[src/rtl/fp_addsub_seq.sv]
// fp_addsub_seq: multi-cycle IEEE-754 single-precision add/subtract behind valid/ready handshakes
module fp_addsub_seq #(
    parameter logic [31:0] QNAN        = 32'h7FC00000,
    parameter int unsigned ALIGN_CLAMP = 25
) (
    input  logic        clk,
    input  logic        rst_n,
    input  logic        req_valid,
    output logic        req_ready,
    input  logic [31:0] A,
    input  logic [31:0] B,
    input  logic        sign,
    output logic        resp_valid,
    input  logic        resp_ready,
    output logic [31:0] Result,
    output logic        Exception,
    output logic        Overflow,
    output logic        Underflow
);
    typedef enum logic [2:0] {IDLE, UNPACK, ALIGN, ADD, NORM, PACK, RESP} state_t;
    localparam logic [7:0] CLAMP = 8'(ALIGN_CLAMP);
    state_t            state_q, state_d;
    logic [31:0]       a_q, a_d, b_q, b_d, res_q, res_d;
    logic [24:0]       sig_q, sig_d, sum;
    logic [23:0]       sml_q, sml_d, sig_a, sig_b;
    logic signed [9:0] exp_q, exp_d;
    logic [7:0]        diff_q, diff_d;
    logic              sgn_q, sgn_d, sub_q, sub_d;
    logic              exc_q, exc_d, ovf_q, ovf_d, unf_q, unf_d;
    logic              a_big, clamp;
    assign sig_a      = (a_q[30:23] == 8'h00) ? 24'h0 : {1'b1, a_q[22:0]};
    assign sig_b      = (b_q[30:23] == 8'h00) ? 24'h0 : {1'b1, b_q[22:0]};
    assign a_big      = {a_q[30:23], sig_a} >= {b_q[30:23], sig_b};
    assign sum        = sub_q ? sig_q - {1'b0, sml_q} : sig_q + {1'b0, sml_q};
    assign clamp      = diff_q >= CLAMP;
    assign req_ready  = rst_n && state_q == IDLE;
    assign resp_valid = state_q == RESP;
    assign Result     = res_q;
    assign Exception  = exc_q;
    assign Overflow   = ovf_q;
    assign Underflow  = unf_q;
    // next state and datapath update for each step of the operation; b_q holds B with the effective sign
    always_comb begin
        state_d = state_q;
        a_d     = a_q;
        b_d     = b_q;
        res_d   = res_q;
        sig_d   = sig_q;
        sml_d   = sml_q;
        exp_d   = exp_q;
        diff_d  = diff_q;
        sgn_d   = sgn_q;
        sub_d   = sub_q;
        exc_d   = exc_q;
        ovf_d   = ovf_q;
        unf_d   = unf_q;
        case (state_q)
            IDLE: if (req_valid) begin
                a_d     = A;
                b_d     = {B[31] ^ sign, B[30:0]};
                exc_d   = 1'b0;
                ovf_d   = 1'b0;
                unf_d   = 1'b0;
                state_d = UNPACK;
            end
            UNPACK: if (&a_q[30:23] || &b_q[30:23]) begin
                res_d   = QNAN;
                exc_d   = 1'b1;
                state_d = RESP;
            end else begin
                sig_d   = {1'b0, a_big ? sig_a : sig_b};
                sml_d   = a_big ? sig_b : sig_a;
                exp_d   = {2'b00, a_big ? a_q[30:23] : b_q[30:23]};
                diff_d  = a_big ? a_q[30:23] - b_q[30:23] : b_q[30:23] - a_q[30:23];
                sgn_d   = a_big ? a_q[31] : b_q[31];
                sub_d   = a_q[31] ^ b_q[31];
                state_d = ALIGN;
            end
            ALIGN: begin
                sml_d   = clamp ? 24'h0 : (diff_q == 8'h00) ? sml_q : sml_q >> 1;
                diff_d  = (clamp || diff_q == 8'h00) ? 8'h00 : diff_q - 8'h01;
                state_d = (clamp || diff_q <= 8'h01) ? ADD : ALIGN;
            end
            ADD: begin
                sig_d   = sum[24] ? sum >> 1 : sum;
                exp_d   = sum[24] ? exp_q + 10'sd1 : exp_q;
                res_d   = (sum == 25'h0) ? 32'h0 : res_q;
                state_d = (sum == 25'h0) ? RESP : (sum[24] || sum[23]) ? PACK : NORM;
            end
            NORM: begin
                sig_d   = sig_q << 1;
                exp_d   = exp_q - 10'sd1;
                state_d = sig_q[22] ? PACK : NORM;
            end
            PACK: begin
                ovf_d   = exp_q > 10'sd254;
                unf_d   = exp_q < 10'sd1;
                res_d   = ovf_d ? {sgn_q, 8'hFF, 23'h0} : unf_d ? {sgn_q, 31'h0} : {sgn_q, exp_q[7:0], sig_q[22:0]};
                state_d = RESP;
            end
            RESP: state_d = resp_ready ? IDLE : RESP;
            default: state_d = IDLE;
        endcase
    end
    // state and datapath registers, cleared by asynchronous reset
    always_ff @(posedge clk or negedge rst_n) begin
        if (!rst_n) begin
            state_q <= IDLE;
            a_q     <= '0;
            b_q     <= '0;
            res_q   <= '0;
            sig_q   <= '0;
            sml_q   <= '0;
            exp_q   <= '0;
            diff_q  <= '0;
            sgn_q   <= 1'b0;
            sub_q   <= 1'b0;
            exc_q   <= 1'b0;
            ovf_q   <= 1'b0;
            unf_q   <= 1'b0;
        end else begin
            state_q <= state_d;
            a_q     <= a_d;
            b_q     <= b_d;
            res_q   <= res_d;
            sig_q   <= sig_d;
            sml_q   <= sml_d;
            exp_q   <= exp_d;
            diff_q  <= diff_d;
            sgn_q   <= sgn_d;
            sub_q   <= sub_d;
            exc_q   <= exc_d;
            ovf_q   <= ovf_d;
            unf_q   <= unf_d;
        end
    end
endmodule
[config.mk]
export PLATFORM = sky130hd
export DESIGN_NAME = fp_addsub_seq
export DESIGN_NICKNAME = d
export VERILOG_FILES = /design/src/rtl/fp_addsub_seq.sv
export SDC_FILE = /design/constraint.sdc
export NUM_CORES = 1
export LEC_CHECK = 0
export ABC_AREA = 0
export CAP_MARGIN = 20
export CORE_MARGIN = 2
export CORE_UTILIZATION = 60
export DETAILED_ROUTE_END_ITERATION = 8
export HOLD_SLACK_MARGIN = 0.15
export PLACE_DENSITY = 0.89
export SYNTH_ARGS = -nofsm -noshare
export SYNTH_HDL_FRONTEND = slang
export SYNTH_SLANG_ARGS = --single-unit
[constraint.sdc]
create_clock -name clk -period 9.5 [get_ports clk]
set_clock_uncertainty 0.1 [all_clocks]
set_input_delay 1.9 -clock clk [delete_from_list [all_inputs] [get_ports clk]]
set_output_delay 1.9 -clock clk [all_outputs]
set_load 0.01 [all_outputs]
Yosys cells after proc, flatten, opt, wreduce, memory -nomap -nowiden
Index checks and enable logic that the tools add are counted.
W data, S select, Z words.

word-level totals
  flip-flop bits (word level) = 171
  output and inout port bits = 37
  word-level logic and storage cells = 105

operators by class
  add/sub/neg operators = 7
  order comparisons = 5
  equality and inequality tests = 12
  mux-type cells = 39
  bitwise logic cells = 3
  reductions and logical operators = 26

operator list
  operator                 count
  $mux W24                 8
  $pmux W32 S3             1
  $pmux W25 S3             1
  $mux W32                 2
  $mux W31                 2
  $mux W25                 2
  $pmux W24 S2             1
  $ge A32 B32 Y1           1
  $mux W8                  4
  $pmux W10 S3             1
  $add A25 B24 Y25         1
  $logic_not A25 Y1        1
  $sub A25 B24 Y25         1
  $logic_not A8 Y1         3
  $pmux W3 S7              1
  $mux W10                 2
  $pmux W8 S2              1
  $reduce_and A8 Y1        2
  $sub A8 B8 Y8            2
  $reduce_and A3 Y1        4
  $add A10 B2 Y10 const B  1
  $gt A10 B9 Y1 const B    1
  $lt A10 B2 Y1 const B    1
  $ne A2 B2 Y1 const B     5
  20 further kinds         43

Logic depth before layout (Yosys ltp)
  depth after elaboration = 6
  gate-level depth with buffers = 21

Least setup slack after synthesis
OpenSTA, ideal clock, no wires.

  path type = reg2reg
  start point = reg sml_q[6]
  end point = reg res_q[1], in the netlist Result[1]
  setup time = 0.122 ns
  data arrival time = 4.188 ns
  required time = 9.278 ns
  slack = 5.091 ns
  stages on the path, launching flop included = 20
  clock period less this slack = 4.409 ns
  path through = dfrtp_1 -> nor4_4 -> nand2_2 -> nor2_1 -> nand3b_1 -> nor2_1 -> a21oi_1 -> xnor2_1 -> ha_1 -> a21oi_1 -> o21ai_2 -> a2111oi_2 -> o21bai_1 -> a31oi_2 -> xnor2_2 -> or2_1 -> or3_1 -> buf_2 -> buf_6 -> a32o_1

on the way
  longest elaborated chain between the ends = 5

ends and longest elaborated chain
  element                                               line  source
  from (decl)                                           25    logic [23:0] sml_q, sml_d, sig_a, sig_b;
  from (signal assigned)                                127   sml_q <= sml_d;
  $add A25 B24 Y25 or $sub A25 B24 Y25 (tied branches)  34    assign sum = sub_q ? sig_q - {1'b0, sml_q} : sig_q + {1'b0, sml_q};
  $mux W25 (*)                                          34
  $logic_not A25 Y1 (*)                                 87    res_d = (sum == 25'h0) ? 32'h0 : res_q;
  $ne A2 B2 Y1 (no source line) (*)                     n/a
  $reduce_and A3 Y1 (no source line) (*)                n/a
  to (signal assigned)                                  125   res_q <= res_d;
  to (decl)                                             23    logic [31:0] a_q, a_d, b_q, b_d, res_q, res_d;

Every way passes the cells marked *; elsewhere a longest branch is shown, timed or not.
A chain may end at the register's enable or synchronous reset.

Worst setup path in the final report
  start point = reg a_q[27]
  end point = reg sig_q[9]

on the way
  longest elaborated chain between the ends = 6

ends and longest elaborated chain
  element                 line  source
  from (decl)             23
  from (signal assigned)  109   a_q <= '0;
  from (signal assigned)  123   a_q <= a_d;
  $logic_not A8 Y1        31    assign sig_a = (a_q[30:23] == 8'h00) ? 24'h0 : {1'b1, a_q[22:0]};
  $mux W24                31
  $ge A32 B32 Y1          33    assign a_big = {a_q[30:23], sig_a} >= {b_q[30:23], sig_b};
  $mux W24                71    sig_d = {1'b0, a_big ? sig_a : sig_b};
  $mux W25                66    UNPACK: if (&a_q[30:23] || &b_q[30:23]) begin
  $pmux W25 S3            57    case (state_q)
  to (signal assigned)    126   sig_q <= sig_d;
  to (decl)               24    logic [24:0] sig_q, sig_d, sum;

Several ways; a longest one is shown, not always the timed one. The select of a mux whose other input is x is not followed.

==> summary.txt <==
Logic synthesis
  – Sequential-to-total area share from yosys stat: 35.1%
  – Count leader, synth: dfrtp_1
  – Predominant post-synthesis flop cell: dfrtp_1
  – Warnings, synthesis: 0
  – Synth Area per Inst: 8.46 um^2
  – Post-synthesis instance total: 1441
  – Netlist cell types: 81
  – Mapped Area: 12200 um^2
  – Area leader, netlist: dfrtp_1
  – Share of flip-flops with an asynchronous set or reset: 100%
  – #FFs+latches synth: 171
  – Leading cell types by count after synthesis: 171 x dfrtp_1, 153 x nor2_1, 150 x nand2_1
  – EDFF count, synth: 0
  – Top-area cell type share of the netlist area: 35.1%
  – Syn Nets: 1583
  – Synth area leaders: dfrtp_1 35%, ha_1 7.2%, mux2_2 5.1%

Timing
  – Final period utilization: 60.8%
  – Slew of the pin with the lowest slew margin: 1.14 ns
  – Max Clock Freq: 0.173 GHz
  – RSZ-0062 raised after global routing: false
  – Setup_tns: 0 ns
  – Fin crit period: 5.77 ns
  – Setup ws final: 3.73 ns
  – Final Max Slew Viols: 0
  – Normalized max-slew margin: 24.0%
  – Hold Vio Cnt, Final: 0
  – Final setup fails: 0

Routing
  – Via count: 11593
  – Drt total wl: 34500 um
  – Drt first pass iters: 6
  – Vias per Instance: 6.54
  – Final ANT Viol Nets: 0
  – WL/cell: 19.4 um
  – DR DRC count: 0
  – DRT iter0 DRCs: 1522

Floorplanning
  – I/O pins: 106
  – Die height: 147 um
  – Width of the die: 147 um
  – Initial Util: 60.6%
  – Num rows: 52
  – Die Area: 21500 um^2
  – Core region area: 20100 um^2

Worst hold path
  – Worst Hold Path Cells: 1
  – Hold_sp: exp_q[9]
  – Worst min-delay path class: reg -> reg

Layout
  – Nets@finish: 1633
  – Area Growth Syn to Fin: 14.6%
  – Share of layout cells above drive strength 1: 8.98%
  – Cell Count, Final, Fillers Out: 1773
  – Sequential Area: 4280 um^2
  – Fin util: 69.5%
  – Multi-input logic area: 7360 um^2
  – Fillers: 1522
  – Ant. Diodes: 0

Critical path
  – R2r worst-path depth: 13
  – CP Launch Type: flip-flop
  – Worst setup EP type: flip-flop
  – Crit path max fanout: 33
  – Crit. Startpoint: a_q[27]
  – Worst r2r src: a_q[27]
  – Critical Path AT: 6.01 ns
  – Worst Path Required: 9.74 ns
  – Critical path class: reg -> reg

Placement
  – Dpl hpwl: 25400 um
  – Routability Congestion: 0.950
  – IO buf count: 105
  – Pre-CTS setup slack: 3.95 ns
  – Placed Instances: 1741

Clock network
  – TritonCTS clock tree: done
  – CTS sink cnt: 171
  – CTS resizes: 0
  – Clock transition at path regs: 0.07 ns
  – H-tree Lvls: 4
  – CTS Buf Count: 17
  – # hold bufs at CTS: 0
  – Root Buffer: clkbuf_16
  – Postcts setup bufs: 0
  – Clock Path Buffers: 2
  – Clock latency on the worst-skew pair: 0.45 ns

Global route
  – GRT overflow: 0
  – Largest net degree at the start of global routing: 100
  – Overall routing resource usage: 32.2%
  – Vias in the first global route: 10784
  – Antenna violations before repair: 0
  – First-pass GRT wire length: 55900 um

Status
  – Outcome: completed

Flow run
  – MaxCap Viol Count: 0
==> critical path, cell delays in order (launching register included) <==
cell,delay [ns]
dfrtp_1,0.42
nor4_1,0.32
nand2_1,0.53
and2_1,0.42
ha_1,0.32
a21o_1,0.18
a211o_1,0.30
a211o_1,0.28
a21oi_1,0.22
o41a_1,0.76
nand2_1,0.90
o21ai_0,0.48
a22oi_1,0.14
a31oi_1,0.26
==> sequential cells by signal, indices dropped and copies added (netlist names) <==
signal     cells
sig_q         25
Underflow      1
state_q        3
b_q           32
Overflow       1
diff_q         8
Result        32
sml_q         24
a_q           32
sub_q          1
Exception      1
exp_q         10
sgn_q          1
==> cells in the final DEF (no fill, tap or decap), types with 15 or more instances in the layout <==
master           Yosys  final
dfrtp_1            171    171
nor2_1             153    152
nand2_1            150    150
a21oi_1            118    118
o21ai_0            113    113
clkdlybuf4s50_1      0    104
ha_1                70     70
inv_1               58     58
mux2_2              55     55
nand3_1             43     43
xnor2_1             35     35
a21o_1              26     26
and2_1              25     24
a31oi_1             24     24
a32o_1              24     24
nor3_1              21     21
mux2i_1             20     20
a22oi_1             18     18
nand4_1             17     17
clkbuf_16            0     17
a221oi_1            16     16
buf_4                0     15
==> metrics by stage <==
step / hold slack (ns) / cell area (um^2)
2_1_floorplan: 0.341 / 12200
6_report: 0.398 / 14000
4_1_cts: 0.384 / 14000
5_1_grt: 0.397 / 14000
3_3_place_gp: 0.371 / 13300
3_5_place_dp: 0.372 / 13400
==> final timing paths <==
check	slack (ns)	end
worst max-delay path	3.73	sig_q[9]
worst min-delay path	0.40	exp_q[9]
worst max register to register	3.73	sig_q[9]
worst min register to register	0.40	exp_q[9]
max in group asynchronous	6.37	Result[12]
min in group asynchronous	1.43	a_q[24]
==> layer usage <==
| layer | routed length [um] | global-route usage [%] | part of all wire [%] |
|---|---|---|---|
| met5 | 0 | 0 | 0 |
| met4 | 643 | 8.16 | 1.9 |
| met3 | 3220 | 5.09 | 9.3 |
| met2 | 15500 | 50.0 | 45 |
| met1 | 15100 | 47.4 | 44 |
==> cell type report <==
cell class / count / area share [%]
Inverter: 58 / 1.56
Clock buffer: 17 / 3.05
Clock inverter: 14 / 1.27
Tap cell: 270 / 2.42
Sequential cell: 171 / 30.6
Multi-Input combinational cell: 1122 / 52.7
Timing Repair Buffer: 121 / 8.42
==> cells by family after synthesis <==
logic type               synth area share, %
multiplexers                            6.73
flip-flops                              35.1
adder cells (fa/ha/maj)                 7.68
AND/OR/NAND/NOR                         18.5
XOR/XNOR                                3.21
AO/OA/AOI/OAI                           24.0
buffers and inverters                   4.74
Power is left out: the tool's default activity adds up to more than one toggle a clock period on the data nets, which glitch-free logic cannot reach.
